## config.mk

```make
export PLATFORM = sky130hd
export DESIGN_NAME = ula_sequencial
export DESIGN_NICKNAME = d
export VERILOG_FILES = /design/src/rtl/ula_sequencial.sv
export SDC_FILE = /design/constraint.sdc
export NUM_CORES = 1
export LEC_CHECK = 0
export CAP_MARGIN = 15
export CORE_UTILIZATION = 50
export CTS_BUF_LIST = sky130_fd_sc_hd__clkbuf_16
export CTS_CLUSTER_DIAMETER = 30
export DETAILED_ROUTE_END_ITERATION = 10
export GPL_TIMING_DRIVEN = 0
export PLACE_DENSITY = 0.8
export SYNTH_ARGS = -nofsm -noshare
export SYNTH_HDL_FRONTEND = slang
export SYNTH_SLANG_ARGS = --single-unit
```

## constraint.sdc

```tcl
create_clock -name clock -period 7.6 [get_ports clock]
set_input_delay 0.76 -clock clock [delete_from_list [all_inputs] [get_ports clock]]
set_output_delay 0.76 -clock clock [all_outputs]
set_load 0.02 [all_outputs]
```

## src/rtl/ula_sequencial.sv

```systemverilog
// ula_sequencial: multicycle 32-bit ALU.
// Logic/arithmetic ops complete in one cycle after acceptance. Shifts walk
// one bit position per clock through a captured copy of b, then finish
// through the same EXEC state that registers every result.
module ula_sequencial (
    input  logic        clock,
    input  logic        reset,
    input  logic        start,
    input  logic [4:0]  op,
    input  logic [31:0] a,
    input  logic [31:0] b,
    input  logic [4:0]  shamt,
    output logic [31:0] resultado,
    output logic        zero,
    output logic        overflow,
    output logic        erro,
    output logic        busy,
    output logic        done
);

    typedef enum logic [1:0] {
        IDLE  = 2'd0,
        EXEC  = 2'd1,
        SHIFT = 2'd2
    } state_t;

    localparam logic [4:0] OP_AND  = 5'd0;
    localparam logic [4:0] OP_OR   = 5'd1;
    localparam logic [4:0] OP_ADD  = 5'd2;
    localparam logic [4:0] OP_XOR  = 5'd3;
    localparam logic [4:0] OP_NOR  = 5'd4;
    localparam logic [4:0] OP_SLT  = 5'd5;
    localparam logic [4:0] OP_SUB  = 5'd6;
    localparam logic [4:0] OP_SLTU = 5'd7;
    localparam logic [4:0] OP_SLL  = 5'd8;
    localparam logic [4:0] OP_SRL  = 5'd9;
    localparam logic [4:0] OP_SRA  = 5'd10;
    localparam logic [4:0] OP_SLLV = 5'd11;
    localparam logic [4:0] OP_SRLV = 5'd12;
    localparam logic [4:0] OP_SRAV = 5'd13;

    state_t      state_reg, state_next;
    logic [4:0]  op_reg;
    logic [31:0] a_reg;
    logic [31:0] b_reg;        // doubles as the shift register for shift ops
    logic [4:0]  cnt_reg;      // remaining shift steps

    logic [31:0] resultado_reg;
    logic        zero_reg;
    logic        overflow_reg;
    logic        erro_reg;
    logic        done_reg;

    logic        accept;
    logic        is_shift_in;
    logic [4:0]  n_in;
    logic [31:0] shift_step;
    logic [31:0] sum;
    logic [31:0] diff;
    logic [31:0] alu_result;
    logic        alu_overflow;
    logic        alu_erro;

    // start is only honoured while idle, which is exactly when busy is low.
    assign accept      = start && (state_reg == IDLE);
    assign is_shift_in = (op >= OP_SLL) && (op <= OP_SRAV);
    // Fixed shifts use shamt, variable shifts use the low bits of a.
    assign n_in        = (op <= OP_SRA) ? shamt : a[4:0];

    // State register.
    always_ff @(posedge clock) begin
        if (reset) begin
            state_reg <= IDLE;
        end else begin
            state_reg <= state_next;
        end
    end

    // Next-state logic: zero-amount shifts skip SHIFT and finish like any other op.
    always_comb begin
        state_next = state_reg;
        case (state_reg)
            IDLE: begin
                if (accept) begin
                    if (is_shift_in && (n_in != 5'd0)) begin
                        state_next = SHIFT;
                    end else begin
                        state_next = EXEC;
                    end
                end
            end
            SHIFT: begin
                if (cnt_reg <= 5'd1) begin
                    state_next = EXEC;
                end
            end
            EXEC:    state_next = IDLE;
            default: state_next = IDLE;
        endcase
    end

    // Single-bit shift of the working value, direction and fill chosen by op.
    always_comb begin
        case (op_reg)
            OP_SLL, OP_SLLV: shift_step = {b_reg[30:0], 1'b0};
            OP_SRA, OP_SRAV: shift_step = {b_reg[31], b_reg[31:1]};
            default:         shift_step = {1'b0, b_reg[31:1]};
        endcase
    end

    // Operand capture on acceptance, then one shift step per SHIFT cycle.
    always_ff @(posedge clock) begin
        if (reset) begin
            op_reg  <= 5'd0;
            a_reg   <= 32'd0;
            b_reg   <= 32'd0;
            cnt_reg <= 5'd0;
        end else if (accept) begin
            op_reg  <= op;
            a_reg   <= a;
            b_reg   <= b;
            cnt_reg <= is_shift_in ? n_in : 5'd0;
        end else if (state_reg == SHIFT) begin
            b_reg   <= shift_step;
            cnt_reg <= cnt_reg - 5'd1;
        end
    end

    assign sum  = a_reg + b_reg;
    assign diff = a_reg - b_reg;

    // Final result selection; shift ops simply pass the already-shifted b_reg.
    always_comb begin
        alu_result   = 32'd0;
        alu_overflow = 1'b0;
        alu_erro     = 1'b0;
        case (op_reg)
            OP_AND:  alu_result = a_reg & b_reg;
            OP_OR:   alu_result = a_reg | b_reg;
            OP_ADD: begin
                alu_result   = sum;
                alu_overflow = (a_reg[31] == b_reg[31]) && (sum[31] != a_reg[31]);
            end
            OP_XOR:  alu_result = a_reg ^ b_reg;
            OP_NOR:  alu_result = ~(a_reg | b_reg);
            OP_SLT:  alu_result = {31'd0, ($signed(a_reg) < $signed(b_reg))};
            OP_SUB: begin
                alu_result   = diff;
                alu_overflow = (a_reg[31] != b_reg[31]) && (diff[31] != a_reg[31]);
            end
            OP_SLTU: alu_result = {31'd0, (a_reg < b_reg)};
            OP_SLL, OP_SRL, OP_SRA, OP_SLLV, OP_SRLV, OP_SRAV: alu_result = b_reg;
            default: alu_erro = 1'b1;
        endcase
    end

    // Result registers load only from EXEC, so they hold between completions.
    always_ff @(posedge clock) begin
        if (reset) begin
            resultado_reg <= 32'd0;
            zero_reg      <= 1'b1;
            overflow_reg  <= 1'b0;
            erro_reg      <= 1'b0;
            done_reg      <= 1'b0;
        end else begin
            done_reg <= (state_reg == EXEC);
            if (state_reg == EXEC) begin
                resultado_reg <= alu_result;
                zero_reg      <= (alu_result == 32'd0);
                overflow_reg  <= alu_overflow;
                erro_reg      <= alu_erro;
            end
        end
    end

    // Outputs: busy while any operation is in flight, everything else registered.
    always_comb begin
        busy      = (state_reg != IDLE);
        done      = done_reg;
        resultado = resultado_reg;
        zero      = zero_reg;
        overflow  = overflow_reg;
        erro      = erro_reg;
    end

endmodule
```

After elaboration in Yosys (flattened, before gate mapping)
Cells that the tools add are included.
{"block": "classes", "add_sub_neg": 3, "bitwise": 4, "muxes": 14, "eq_ne": 22, "n_reduce_logical": 17, "n_lt_le_gt_ge": 6}
{"operator": "$pmux 32 s9", "n": 1}
{"operator": "$lt 32x32->1", "n": 2}
{"operator": "$mux 32", "n": 2}
{"operator": "$pmux 32 s2", "n": 1}
{"operator": "$add 32x32->32", "n": 1}
{"operator": "$and 32x32->32", "n": 1}
{"operator": "$logic_not 32->1", "n": 1}
{"operator": "$not 32->32", "n": 1}
{"operator": "$or 32x32->32", "n": 1}
{"operator": "$sub 32x32->32", "n": 1}
{"operator": "$xor 32x32->32", "n": 1}
{"operator": "$eq 5x4->1 const B", "n": 6}
{"operator": "$eq 5x3->1 const B", "n": 4}
{"operator": "$mux 5", "n": 4}
{"operator": "$reduce_or 14->1", "n": 1}
{"operator": "$eq 5x2->1 const B", "n": 2}
{"operator": "$le 5x4->1 const B", "n": 2}
{"operator": "$mux 2", "n": 3}
{"operator": "$ne 2x2->1 const B", "n": 3}
{"operator": "$reduce_or 6->1", "n": 1}
{"operator": "$eq 5x1->1 const B", "n": 1}
{"operator": "$ge 5x4->1 const B", "n": 1}
{"operator": "$le 5x1->1 const B", "n": 1}
{"operator": "$logic_and 1x1->1", "n": 5}
{"operator": "14 further kinds", "n": 19}
{"block": "word_totals", "ff_bits": 112, "elab_cells": 77, "input_bits": 77, "out_inout_bits": 37}

Depth between registers and ports, before layout
Gate-level depths: netlist of run 1.
{"block": "logic_depth", "depth_word": 7, "mapped_depth": 14, "mapped_depth_nobuf": 14}

Least setup slack after synthesis of run 1
No wires, ideal clock.
{"block": "synth_path", "kind": "reg-to-reg", "from": "register a_reg[0]", "to": "register zero_reg (netlist: zero)", "path_buffers": 0, "stages_incl_launch_ff": 15, "setup_slack_ns": 4.270, "arrival_ns": 3.234, "setup_time_ns": 0.096, "t_required_ns": 7.504, "period_less_slack_ns": 3.330, "cell_sequence": "dfxtp_1 > inv_1 > ha_1 > fa_1 > o21bai_1 > nand3b_1 > a21boi_1 > o211ai_1 > and2_4 > o31a_1 > a211o_1 > a21o_1 > nor4_1 > nand4_1 > o41ai_2"}
{"block": "synth_via", "elab_chain_cells": 4, "elab_cells_between_ends": 10, "classes_between": "add/sub: 2; order compare: 2; mux: 1; bitwise: 4; reduce/logical: 1"}
{"element": "start, declared", "line_no": "44", "rtl": "logic [31:0] a_reg;"}
{"element": "start signal, assigned", "line_no": "115", "rtl": "a_reg <= 32'd0;"}
{"element": "start signal, assigned", "line_no": "120", "rtl": "a_reg <= a;"}
{"element": "branches (longest 2 deep; another with $sub 32x32->32)"}
{"element": "$pmux 32 s9 (*)", "line_no": "137", "rtl": "case (op_reg)"}
{"element": "$logic_not 32->1 (*)", "line_no": "169", "rtl": "zero_reg <= (alu_result == 32'd0);"}
{"element": "end signal, assigned", "line_no": "169"}
{"element": "end, declared", "line_no": "49", "rtl": "logic zero_reg;"}
Mark *: on every way between the ends.
A chain may end at the register's enable or synchronous reset.

Worst setup path in the final report of run 1
{"block": "layout_path", "from": "register op_reg[2]", "to": "register zero_reg (netlist: zero)"}
{"block": "layout_via", "elab_chain_cells": 4, "elab_cells_between_ends": 17, "classes_between": "eq/ne: 13; mux: 1; reduce/logical: 3"}
{"element": "start, declared", "line_no": "43", "rtl": "logic [4:0] op_reg;"}
{"element": "start signal, assigned", "line_no": "119", "rtl": "op_reg <= op;"}
{"element": "$eq 5x4->1", "line_no": "137"}
{"element": "$reduce_or 6->1", "line_no": "137"}
{"element": "$pmux 32 s9 (*)", "line_no": "137"}
{"element": "$logic_not 32->1 (*)", "line_no": "169"}
Mark *: on every way between the ends. The rest lies on a longest branch, timed or not.

==> out/results.txt, run 1 <==
number of synthesized flops with an enable pin: 0
DP Wirelength: 36600 um
synth unique cells: 92
WL per Instance: 23.9 um
CTS Buffer Depth: 2
fraction of registers with async set/reset: 0
Residual DRC: 0
root buf cell: clkbuf_16
Vias: 13.0k
Initial Utilization: 0.514
CTS tree: built
worst vdd ir: 118 uV
post-cts gate resize count: 0
GPL Wtd Cong: 1.04
initial antenna violation count: 0
Die ar.: 0.0224 sq mm
final WL: 47100 um
CP Cell Sequence: buf_4 > nor3_1 > nand2_1 > clkbuf_1 > clkbuf_1 > clkbuf_1 > nor3_1 > nor3_1 > nand4_1 > nor4_1 > nand4_1 > o41ai_2
Post-Syn Instances: 1568
# diodes: 0
CP Launch Type: flip-flop
Seq/Total Area, Yosys: 0.206
Core ar.: 0.0212 sq mm
CP required: 7.89 ns
fin util: 0.597
register area: 0.00224 sq mm
critical path capture point type: flip-flop
Register-to-Register Path Depth: 12
Critical-path top delay cell: clkbuf_1
Worst-path clk slew: 0.10 ns
fin nets: 1868
status: complete, no violations
Syn Area/Cell: 6.95 sq um
Primary FF master, synth: dfxtp_1
Pre-Repair DR Iteration Count: 9
GRT Total Usage: 0.416
Rel. slew slack: 0.290
Hold Path Class: flip-flop to flip-flop
total negative slack: 0 ns
Area Overhead vs Synth: 16.2%
Final min period: 4.68 ns
Tcrit/Tclk final: 0.615
Hold Path Stages: 2
Max-cap violations: 0
H-tree depth: 3
Slew @ Worst Pin: 1.07 ns
Final setup viols: 0
f_max: 214 MHz
Clock Latency Late Sink: 0.38 ns
GR Overflow Total: 0
Hold Violations, Final: 0
fillers: 2067
max incr delay on CP: 0.69 ns
PD cells: 169 mW/mm^2
hold_buf cts: 0
CTS sink count: 112
Mapped Area: 0.0109 sq mm
post-route ant nets: 0
CTS buffer count: 9
Worst EP arrival: 4.97 ns
placed instance count: 1955
vias per cell: 6.58
Fin Hold WS: 0.466 ns
synthesized flop and latch total: 112
share of cells above drive strength 1: 0.0537
I/O pins: 114
unrepaired setup endpoints after global routing: false
Post-Route Skew: 0.0178 ns
post-CTS setup buffer count: 0
area of the multi-input gates: 0.00778 sq mm
vias in the first global route: 11.8k
num rows: 53
Syn. warnings: 0
syn_nets: 1745
largest net degree at the start of global routing: 22
crit path kind: flip-flop to flip-flop
DR iter-0 viols: 1553
Non-Filler Instances: 1971
Leak: 4.70 nW
first-pass GRT wire length: 69200 um
fin. max-slew vios: 0
die height: 150 um
die width: 150 um
worst-path maximum fanout: 10
Design Power: 2.14 mW
Port Buffers: 112
## cells in the mapped netlist, types with 11 or more instances
cell | instances | share of area
a31oi_1 | 46 | 0.026
a21oi_1 | 199 | 0.091
mux2i_1 | 13 | 0.012
o21ai_0 | 59 | 0.027
nand4_1 | 12 | 0.0069
nand2b_1 | 19 | 0.011
dfxtp_1 | 112 | 0.21
clkbuf_1 | 77 | 0.027
nor2b_1 | 17 | 0.0098
a221oi_1 | 13 | 0.010
buf_2 | 21 | 0.0096
nand2_1 | 232 | 0.080
a22oi_1 | 11 | 0.0076
a21o_1 | 14 | 0.0096
nor4_1 | 13 | 0.0075
a211oi_1 | 34 | 0.023
ha_1 | 98 | 0.11
o211ai_1 | 21 | 0.014
nor2_1 | 142 | 0.049
nor3_1 | 47 | 0.022
nand3_1 | 32 | 0.015
inv_1 | 99 | 0.034
## cell type report
class                   count  share of cell area
plain buffers             113              0.0397
clock buffers               9              0.0178
clock inverters             7             0.00582
inverters                 101              0.0299
multi-input cells        1242               0.614
flip-flops and latches    112               0.177
well taps                 275              0.0271
repair buffers            112              0.0885
## layout by cell type, fill, tap and decap left out, types with 59 or more instances in the layout
cell type / n
ha_1: 98
o21ai_0: 59
dfxtp_1: 112
clkbuf_1: 77
a21oi_1: 199
inv_1: 99
nand2_1: 232
clkdlybuf4s50_1: 112
nor2_1: 142
## stage by stage
step | setup slack, ns | cell area (sq um)
2_1_floorplan | 4.27 | 10900
3_3_place_gp | 3.20 | 12400
3_5_place_dp | 3.19 | 12400
4_1_cts | 3.16 | 12700
5_1_grt | 2.89 | 12700
6_report | 2.92 | 12700
## critical path: cells and delay by family (launching register included)
kind,cells,cell delay (ns)
simple gates,7,1.74
flops,1,0.38
compound gates,1,0.33
buf+inv,4,2.13
## per-layer routing
| layer | track usage | vias up | part of all wire |
|---|---|---|---|
| li1 | - | 5922 | - |
| met1 | 0.561 | 6123 | 0.42 |
| met2 | 0.620 | 802 | 0.42 |
| met3 | 0.120 | 113 | 0.13 |
| met4 | 0.157 | 0 | 0.036 |
| met5 | 0 | - | 0 |
## power by group
part	total (mW)	internal [mW]	switching, mW	leakage, nW
Sequential	0.684	0.628	0.0559	0.917
Clock	0.521	0.234	0.287	0.145
Combinational	0.937	0.334	0.603	3.64
Total	2.14	1.20	0.946	4.70
## cell families (layout without fill, tap and decap cells)
| group | after synthesis | after routing | synth area share |
|---|---|---|---|
| buf+inv | 214 | 342 | 0.0809 |
| fa+ha+maj | 100 | 100 | 0.116 |
| simple gates | 573 | 573 | 0.241 |
| flops | 112 | 112 | 0.206 |
| xor+xnor | 5 | 5 | 0.00402 |
| mux | 15 | 15 | 0.0140 |
| compound gates | 549 | 549 | 0.338 |
## worst paths after layout
path                                start       end  slack, ns
worst min register to register   overflow  overflow       0.47
worst min-delay path             overflow  overflow       0.47
worst max-delay path            op_reg[2]      zero       2.92
worst max register to register  op_reg[2]      zero       2.92
Note: power is estimated with default switching activity, not from simulation.
==> run 2, diff against run 1 <==
==> constraint.sdc (replaced) <==
create_clock -name clock -period 4.45 [get_ports clock]
set_input_delay 0.445 -clock clock [delete_from_list [all_inputs] [get_ports clock]]
set_output_delay 0.445 -clock clock [all_outputs]
set_load 0.02 [all_outputs]
==> run 2 against run 1 <==
  * Register-to-register slack got worse by 2.9 ns
  * Clock-buffer cell count unchanged
  * Sequential power increased by 71%
  * Sequential cell count unchanged
  * Final area increased by 0.33%
  * Total power increased by 71%
  * Via count increased by 0.82%
  * Critical endpoint unchanged
  * Largest cell class unchanged
==> out/results.txt, run 2 (synthesized netlist as in run 1, its figures left out) <==
die height: 150 um (unchanged)
WL per Instance: 23.8 um (-0.27%)
GPL Wtd Cong: 1.04 (unchanged)
unrepaired setup endpoints after global routing: false
root buf cell: clkbuf_16
GRT Total Usage: 0.416 (unchanged)
Hold Violations, Final: 0 (unchanged)
CTS tree: built
post-CTS setup buffer count: 0 (unchanged)
Port Buffers: 112 (unchanged)
num rows: 53 (unchanged)
Worst EP arrival: 4.69 ns (-0.28 ns)
f_max: 227 MHz (+6.3%)
die width: 150 um (unchanged)
Max-cap violations: 0 (unchanged)
GR Overflow Total: 0 (unchanged)
largest net degree at the start of global routing: 22 (unchanged)
Slew @ Worst Pin: 1.10 ns (+0.0305 ns)
min-delay src: resultado[8]
Final setup viols: 0 (unchanged)
Tcrit/Tclk final: 0.989 (+0.373)
PD cells: 289 mW/mm^2 (+71%)
post-route ant nets: 0 (unchanged)
flop2flop setup slack: 0.05 ns (-2.87 ns)
# diodes: 0 (unchanged)
vias per cell: 6.63 (+0.82%)
CTS Buffer Depth: 2 (unchanged)
H-tree depth: 3 (unchanged)
Area Overhead vs Synth: 16.6%
Register-to-Register Path Depth: 14 (+2)
Pre-Repair DR Iteration Count: 5 (-4)
first-pass GRT wire length: 69200 um (unchanged)
DR iter-0 viols: 1443 (-7.1%)
Residual DRC: 0 (unchanged)
RR Startpoint: b_reg[6]
initial antenna violation count: 0 (unchanged)
critical path capture point type: flip-flop
Leak: 4.71 nW (+0.15%)
Final min period: 4.40 ns (-0.278 ns)
crit path kind: flip-flop to flip-flop
Hold Path End: resultado[8]
Hold Path Class: flip-flop to flip-flop
Core ar.: 0.0212 sq mm (unchanged)
vias in the first global route: 11.8k (unchanged)
Hold Path Stages: 2 (unchanged)
status: complete, no violations
DP Wirelength: 36600 um (unchanged)
Rel. slew slack: 0.269 (-0.0203)
most frequent cells in the layout: 232 x nand2_1, 199 x a21oi_1, 142 x nor2_1
Clock Latency Late Sink: 0.38 ns (about the same)
final WL: 46900 um (-0.27%)
worst-path maximum fanout: 10 (unchanged)
worst vdd ir: 200 uV (+70%)
I/O pins: 114 (unchanged)
most common cell after layout, fill and taps aside: nand2_1
fin. max-slew vios: 0 (unchanged)
Post-Route Skew: 0.0171 ns (-0.000682 ns)
Fin Hold WS: 0.466 ns (+0.000394 ns)
CP required: 4.74 ns (-3.15 ns)
total negative slack: 0 ns (unchanged)
share of cells above drive strength 1: 0.0578 (+0.00413)
Vias: 13.1k (+0.82%)
CTS sink count: 112 (unchanged)
fin nets: 1868 (unchanged)
CTS buffer count: 9 (unchanged)
fillers: 2066 (-0.048%)
Initial Utilization: 0.514 (unchanged)
CP Launch Type: flip-flop
Worst-path clk slew: 0.10 ns (about the same)
Die ar.: 0.0224 sq mm (unchanged)
RR Endpoint: zero
run 2: layout make-up:
class                   instances  area, sq um  share of cell area
clock inverters                 7         73.8             0.00581
repair buffers                112         1120              0.0882
well taps                     275          344              0.0271
inverters                     101          379              0.0298
plain buffers                 113          504              0.0397
flip-flops and latches        112         2240               0.176
clock buffers                   9          225              0.0177
multi-input cells            1242         7820               0.615
run 2: power breakdown:
group	internal (mW)	leakage (nW)	switching, mW	total [mW]
logic	0.577	3.65	1.04	1.61
registers	1.07	0.917	0.0954	1.17
clock network	0.400	0.145	0.488	0.888
run 2: worst max path at each step:
stage / start / end
finish: b_reg[6] / zero
global route: b_reg[4] / zero
floorplan: a_reg[0] / zero
global placement: op_reg[3] / zero
detailed placement: op_reg[2] / zero
CTS: op_reg[2] / zero
run 2: worst max-delay path: stages, from the launching register on:
cell	delay [ns]
dfxtp_1	0.56
inv_1	0.11
ha_1	0.33
buf_2	0.20
inv_2	0.08
a21oi_1	0.09
o31ai_1	0.57
a211oi_4	0.22
a211oi_2	0.32
nor2_1	0.17
or3_1	0.35
and4_1	0.20
a211oi_1	0.56
nand4_1	0.21
o41ai_2	0.33
run 2: repair_timing:
| action | CTS | global route |
|---|---|---|
| gates resized for setup | 0 | 10 |
| hold buffers | 0 | 0 |
| endpoints found under the setup margin | 0 | 3 |
run 2: stage by stage:
step | power, mW | utilization | setup WS, ns | cells | instance area [sq um]
final | 3.67 | 0.599 | 0.0507 | 1971 | 12700
after detailed placement | 2.71 | 0.583 | 0.0396 | 1955 | 12400
after global placement | 2.70 | 0.583 | 0.0476 | 1955 | 12400
after global routing | 3.80 | 0.599 | 0.0177 | 1971 | 12700
after CTS | 3.58 | 0.597 | 0.0126 | 1971 | 12700
after floorplan | 2.17 | - | 1.12 | 1568 | 10900
run 2: metal layers:
metal / up-vias / global-route usage / part of all wire
li1: 5923 / - / -
met1: 6135 / 0.561 / 0.41
met2: 890 / 0.620 / 0.42
met3: 118 / 0.120 / 0.13
met4: 0 / 0.157 / 0.037
met5: - / 0 / 0
==> run 3, diff against run 2 <==
--- a/config.mk
+++ b/config.mk
@@ -6,12 +6,12 @@
 export NUM_CORES = 1
 export LEC_CHECK = 0
 export CAP_MARGIN = 15
-export CORE_UTILIZATION = 50
+export CORE_UTILIZATION = 40
 export CTS_BUF_LIST = sky130_fd_sc_hd__clkbuf_16
 export CTS_CLUSTER_DIAMETER = 30
 export DETAILED_ROUTE_END_ITERATION = 10
 export GPL_TIMING_DRIVEN = 0
-export PLACE_DENSITY = 0.8
+export PLACE_DENSITY = 0.68
 export SYNTH_ARGS = -nofsm -noshare
 export SYNTH_HDL_FRONTEND = slang
 export SYNTH_SLANG_ARGS = --single-unit
==> run 3 against run 2 <==
  * Total power is 0.78% lower
  * Clock-buffer cell count stayed put
  * Clock power is 4.8% lower
  * Sequential power hardly changed
  * Clock skew is 0.00086 ns lower
  * Utilization is 12 points lower
  * Routed wire length is 3.2% higher
  * Sequential share of layout area is 0.20 points lower
  * Final area is 1.2% higher
  * Largest power group unchanged
  * Highest routed layer unchanged
==> out/results.txt, run 3 (synthesized netlist as in run 1, its figures left out) <==
largest net degree at the start of global routing: 21 (-4.5%)
CTS Buffer Depth: 2 (unchanged)
Tcrit/Tclk final: 0.985 (-0.00403)
cell mode on critical path: nor3_1
H-tree depth: 3 (unchanged)
Worst-path clk slew: 0.08 ns (-0.02 ns)
status: complete, no violations
CTS tree: built
post-placement worst setup slack: -0.0759 ns (-0.116 ns)
DR iter-0 viols: 1449 (+0.42%)
initial antenna violation count: 1 (+1)
GR Layer Usage met1: 0.482 (-0.0790)
worst-path maximum fanout: 10 (unchanged)
CP Cell Sequence: buf_4 > nor3_1 > nand2_1 > clkbuf_1 > clkbuf_1 > clkbuf_2 > nor3_1 > nor3_1 > nand4_1 > nor4_2 > nand4_1 > o41ai_2
Setup WS post-layout: 0.0686 ns (+0.0179 ns)
max incr delay on CP: 0.64 ns (+0.07 ns)
Residual DRC: 0 (unchanged)
WL per Instance: 23.7 um (-0.31%)
Final setup viols: 0 (unchanged)
I/O pins: 114 (unchanged)
most frequent cells in the layout: 232 x nand2_1, 198 x a21oi_1, 142 x nor2_1
CP bufs+invs: 4 (+1)
Clock Latency Late Sink: 0.38 ns (about the same)
GPL Wtd Cong: 1.00 (-3.6%)
fin. max-slew vios: 0 (unchanged)
fin nets: 1871 (+0.16%)
num rows: 60 (+13%)
Top delay family on crit path: buffers and inverters
hold_buf cts: 0 (unchanged)
f_max: 228 MHz (+0.41%)
DP Wirelength: 38100 um (+4.2%)
Port Buffers: 112 (unchanged)
Design Power: 3.64 mW (-0.78%)
Core ar.: 0.0269 sq mm (+27%)
CP Launch Type: flip-flop
M3 GR Usage: 0.0726 (-0.0473)
min-delay src: resultado[8]
Rel. slew slack: 0.255 (-0.0142)
Die ar.: 0.0279 sq mm (+25%)
worst vdd ir: 186 uV (-7.0%)
GRT Total Usage: 0.341 (-0.0743)
critical path capture point type: flip-flop
vias in the first global route: 11.8k (+0.52%)
Hold Path Class: flip-flop to flip-flop
Area Overhead vs Synth: 18.0%
vias per cell: 6.28 (-5.3%)
Leak: 4.73 nW (+0.44%)
GR Overflow Total: 0 (unchanged)
Vias: 12.8k (-2.0%)
grt peak-use layer: met2
Slew @ Worst Pin: 1.12 ns (+0.0213 ns)
Critical path origin: op_reg[2]
PD cells: 283 mW/mm^2 (-2.0%)
Max-cap violations: 0 (unchanged)
most common cell after layout, fill and taps aside: nand2_1
# diodes: 0 (unchanged)
Hold Violations, Final: 0 (unchanged)
Pre-Repair DR Iteration Count: 5 (unchanged)
Worst EP arrival: 4.66 ns (-0.03 ns)
RR Startpoint: op_reg[2]
fillers: 2777 (+34%)
die height: 167 um (+12%)
Post-Route Skew: 0.0162 ns (-0.000864 ns)
final WL: 48400 um (+3.2%)
Final min period: 4.38 ns (-0.0179 ns)
GR Util met2: 0.515 (-0.105)
post-route ant nets: 0 (unchanged)
root buf cell: clkbuf_16
CTS buffer count: 9 (unchanged)
die width: 167 um (+12%)
Initial Utilization: 0.406 (-0.108)
first-pass GRT wire length: 72500 um (+4.6%)
crit path kind: flip-flop to flip-flop
share of cells above drive strength 1: 0.0642 (+0.00637)
CTS sink count: 112 (unchanged)
CP required: 4.73 ns (about the same)
Critical-path top delay cell: clkbuf_1
## run 3: changes by cell type in the layout (fill, tap and decap cells not counted), moves of 2 or more
| cell | previous run | this run |
|---|---|---|
| buf_4 | 8 | 11 |
| nor4_2 | 2 | 5 |
| nor4_1 | 12 | 9 |
| clkinv_4 | 1 | 3 |
## run 3: through the flow
stage               setup TNS (ns)  hold WS [ns]  cell area, sq um  instances  utilization
floorplan                        0         0.454             10900       1568            -
global route               -0.0403         0.494             12900       2040        0.479
CTS                              0         0.460             12800       2037        0.475
global placement            -0.121         0.443             12500       2021        0.463
finish                           0         0.454             12900       2040        0.479
detailed placement         -0.0759         0.450             12500       2021        0.464
## run 3: path summary, 6_finish.rpt
kind                   to  slack [ns]  depth (start not counted)
max                  zero        0.07                         12
max reg2reg          zero        0.07                         12
min reg2reg  resultado[8]        0.45                          2
min          resultado[8]        0.45                          2
## run 3: report_power, final
group	switching [mW]	internal [mW]	total, mW
Combinational	1.05	0.585	1.63
Sequential	0.0932	1.07	1.17
Clock	0.451	0.394	0.845
Total	1.59	2.05	3.64
## run 3: worst min-delay path: cells and delay by family (launching register included)
| family | cells | cell delay (ns) |
|---|---|---|
| compound gates | 1 | 0.05 |
| flops | 1 | 0.31 |
| simple gates | 1 | 0.05 |
## run 3: final cells by class
class / instances / area, sq um / area share
Buffer: 113 / 504 / 0.0392
Clock buffer: 9 / 225 / 0.0175
Clock inverter: 7 / 66.3 / 0.00515
Inverter: 101 / 379 / 0.0295
Multi-Input combinational cell: 1242 / 7880 / 0.612
Sequential cell: 112 / 2240 / 0.174
Tap cell: 341 / 427 / 0.0332
Timing Repair Buffer: 115 / 1140 / 0.0889
## run 3: timing repair
action | in CTS | in global routing
resized for setup | 3 | 15
endpoints found under the setup margin | 1 | 3
pin swaps | 0 | 2
setup buffers | 0 | 3
## run 3: layer usage
layer  up-vias  wire, um
met5         -         0
met1      6131     21800
met3        84      4760
li1       5906         -
met4         0      1310
met2       686     20500
==> patch (settings of run 2) <==
Put a register stage on the output `overflow`, cleared by the reset. The value now appears one clock later. The other outputs are not delayed to match.
--- a/src/rtl/ula_sequencial.sv
+++ b/src/rtl/ula_sequencial.sv
@@ -39,4 +39,6 @@
     localparam logic [4:0] OP_SRLV = 5'd12;
     localparam logic [4:0] OP_SRAV = 5'd13;
+
+    logic overflow_d;
 
     state_t      state_reg, state_next;
@@ -180,7 +182,15 @@
         resultado = resultado_reg;
         zero      = zero_reg;
-        overflow  = overflow_reg;
+        overflow_d = overflow_reg;
         erro      = erro_reg;
     end
 
+    always_ff @(posedge clock) begin
+        if (reset) begin
+            overflow <= '0;
+        end else begin
+            overflow <= overflow_d;
+        end
+    end
+
 endmodule
Function: changed (Yosys sat finds a counterexample within 4 cycles, from zero or initial values and one cycle with reset high).
==> patch against run 2 <==
- design area is 3.3% higher
- synthesized area increased by 0.88%
- worst setup slack worse by 0.0044 ns
- via count grew 3.5%
- power rose by 16%
- wire length is 7.1% higher
- sequential cell count rose by 1
- die area increased by 0.87%
- largest power group unchanged
- cell count is 2.5% higher
==> patch: results (changes against run 2) <==
| Metric | Value |
|---|---|
| CTS Buffer Depth | 2 (unchanged) |
| WL met1 | 19,690 um (+1.2%) |
| Antenna violations before repair | 2 (+2) |
| HPWL after DPL | 38,690 um (+5.7%) |
| Drt first-iter violations | 1,557 (+7.9%) |
| Clock skew | 0.01417 ns (-0.002900 ns) |
| Cts repair resizes | 1 (+1) |
| Critical Path AT | 4.77 ns (+0.08 ns) |
| Max stage delay cell, worst path | a21boi_0 |
| Share of post-route cells with drive strength above 1 | 0.05849 (+0.0007032) |
| Post-synth top cells | 224 x nand2_1, 206 x a21oi_1, 162 x nor2_1, 113 x dfxtp_1, 98 x ha_1 |
| Placement Setup Slack | -0.02292 ns (-0.06253 ns) |
| DR top layer | met5 |
| R2R setup slack | around 0.046 ns |
| Via density | 6.690 (+0.91%) |
| GP Congestion | 1.027 (-1.1%) |
| Worst-skew pair later-pin latency | 0.44 ns (+0.06 ns) |
| Reg clk slew, reported paths | 0.07 ns (-0.03 ns) |
| Max FO, Critical Path | 10 (unchanged) |
| Drt pass-1 iters | 9 (+4) |
| Setup Fix Bufs, Post-CTS | 0 (unchanged) |
| Met2 WL | 21,630 um (+11%) |
| Clock group total power | 0.00146 W (+64%) |
| Vias in the first global route | 12,330 (+4.9%) |
| Layout net count | 1,908 (+2.1%) |
| HP Start | overflow_d |
| Async SR Flop Fraction | 0 (unchanged) |
| Peak supply drop | 0.2061 mV (+3.2%) |
| First-pass GRT wire length | 73,870 um (+6.7%) |
| Slowest Stage Delay on Critical Path | 0.73 ns (+0.16 ns) |
| Gr usage total | 0.4431 (+0.02752) |
| CP startpoint | op_reg[3] |
| Psw | 0.001824 W (+13%) |
| Port bufs | 113 (+0.89%) |
| Max Freq | 227.1 MHz (about the same) |
| Largest net degree at the start of global routing | 17 (-23%) |
| Chip width | 150.3 um (+0.43%) |
| Met3 WL | 6028 um (-3.0%) |
| Seq pwr share | 0.273 (-0.045) |
| HP Class | flip-flop to flip-flop |
| Seq/Total Area, Yosys | 0.2056 (about the same) |
| Syn_nets | 1,772 (+1.5%) |
| Synth cell types | 84 (-8.7%) |
| Relative slew slack | 0.2628 (-0.006461) |
| Synth top area cells | dfxtp_1 21%, ha_1 11%, a21oi_1 9.4% |
| Routed WL per cell | 24.87 um (+4.5%) |
| Area after DPL | 12,520 um^2 (+1.2%) |
| TritonCTS buffer count | 17 (+8) |
| Status | complete, no violations |
| Root buffer cell | clkbuf_16 |
| Post-synth top flop | dfxtp_1 |
| Static Leakage | 4.944 nW (+5.0%) |
| H-tree depth | 4 (+1) |
| Synth warn | 0 (unchanged) |
## patch: changes by cell type after synthesis, moves of 8 or more
cell      delta
nand2_1      -8
nor2_1      +20
nor4_1       +9
o211ai_1    -10
## patch: worst paths after layout
path | end | cells after the start
min reg2reg | overflow | 1
max reg2reg | zero | 12
max | zero | 12
min | overflow | 1
## patch: per-layer routing
layer,track usage,up-vias
li1,-,6051
met1,0.5699,6328
met2,0.6763,962
met3,0.1079,177
met4,0.2434,2
met5,0,-
## patch: metrics by stage
step                        util  hold WS [ns]  TNS (ns)  power, W  instances
final                     0.6171        0.4790         0  0.004274       2021
after floorplan                -        0.4447         0  0.002157       1595
after global routing      0.6168        0.4927         0  0.004405       2019
after CTS                 0.6158        0.4776         0  0.004187       2018
after detailed placement  0.5880        0.4672  -0.02292  0.002747       1986
after global placement    0.5861        0.4606  -0.04497  0.002721       1983
## patch: kinds of logic (layout without fill, tap and decap cells)
family,after synthesis,count (layout),synth area share
and+or+nand+nor,602,602,0.2536
AOI/OAI and AO/OA,549,549,0.3302
buffers and inverters,208,357,0.07575
DFF,113,113,0.2056
adders and majority gates,100,100,0.1151
xor gates and xnor gates,12,12,0.009555
muxes,11,11,0.01012
other,0,2,0
## patch: worst max-delay path: cells and delay by family (launching register included)
family / cells / cell delay [ns]
compound gates: 3 / 1.27
buf+inv: 3 / 1.49
flops: 1 / 0.32
simple gates: 6 / 1.26
## patch: final cells by class
| cell class | count | area [um^2] |
|---|---|---|
| clock inverters | 15 | 160.2 |
| repair buffers | 117 | 1165 |
| fillers | 1955 | 8152 |
| inverters | 96 | 360.3 |
| diodes | 2 | 5.005 |
| well taps | 275 | 344.1 |
| multi-input cells | 1274 | 7940 |
| clock buffers | 17 | 425.4 |
| flip-flops and latches | 113 | 2262 |
| plain buffers | 112 | 473.0 |
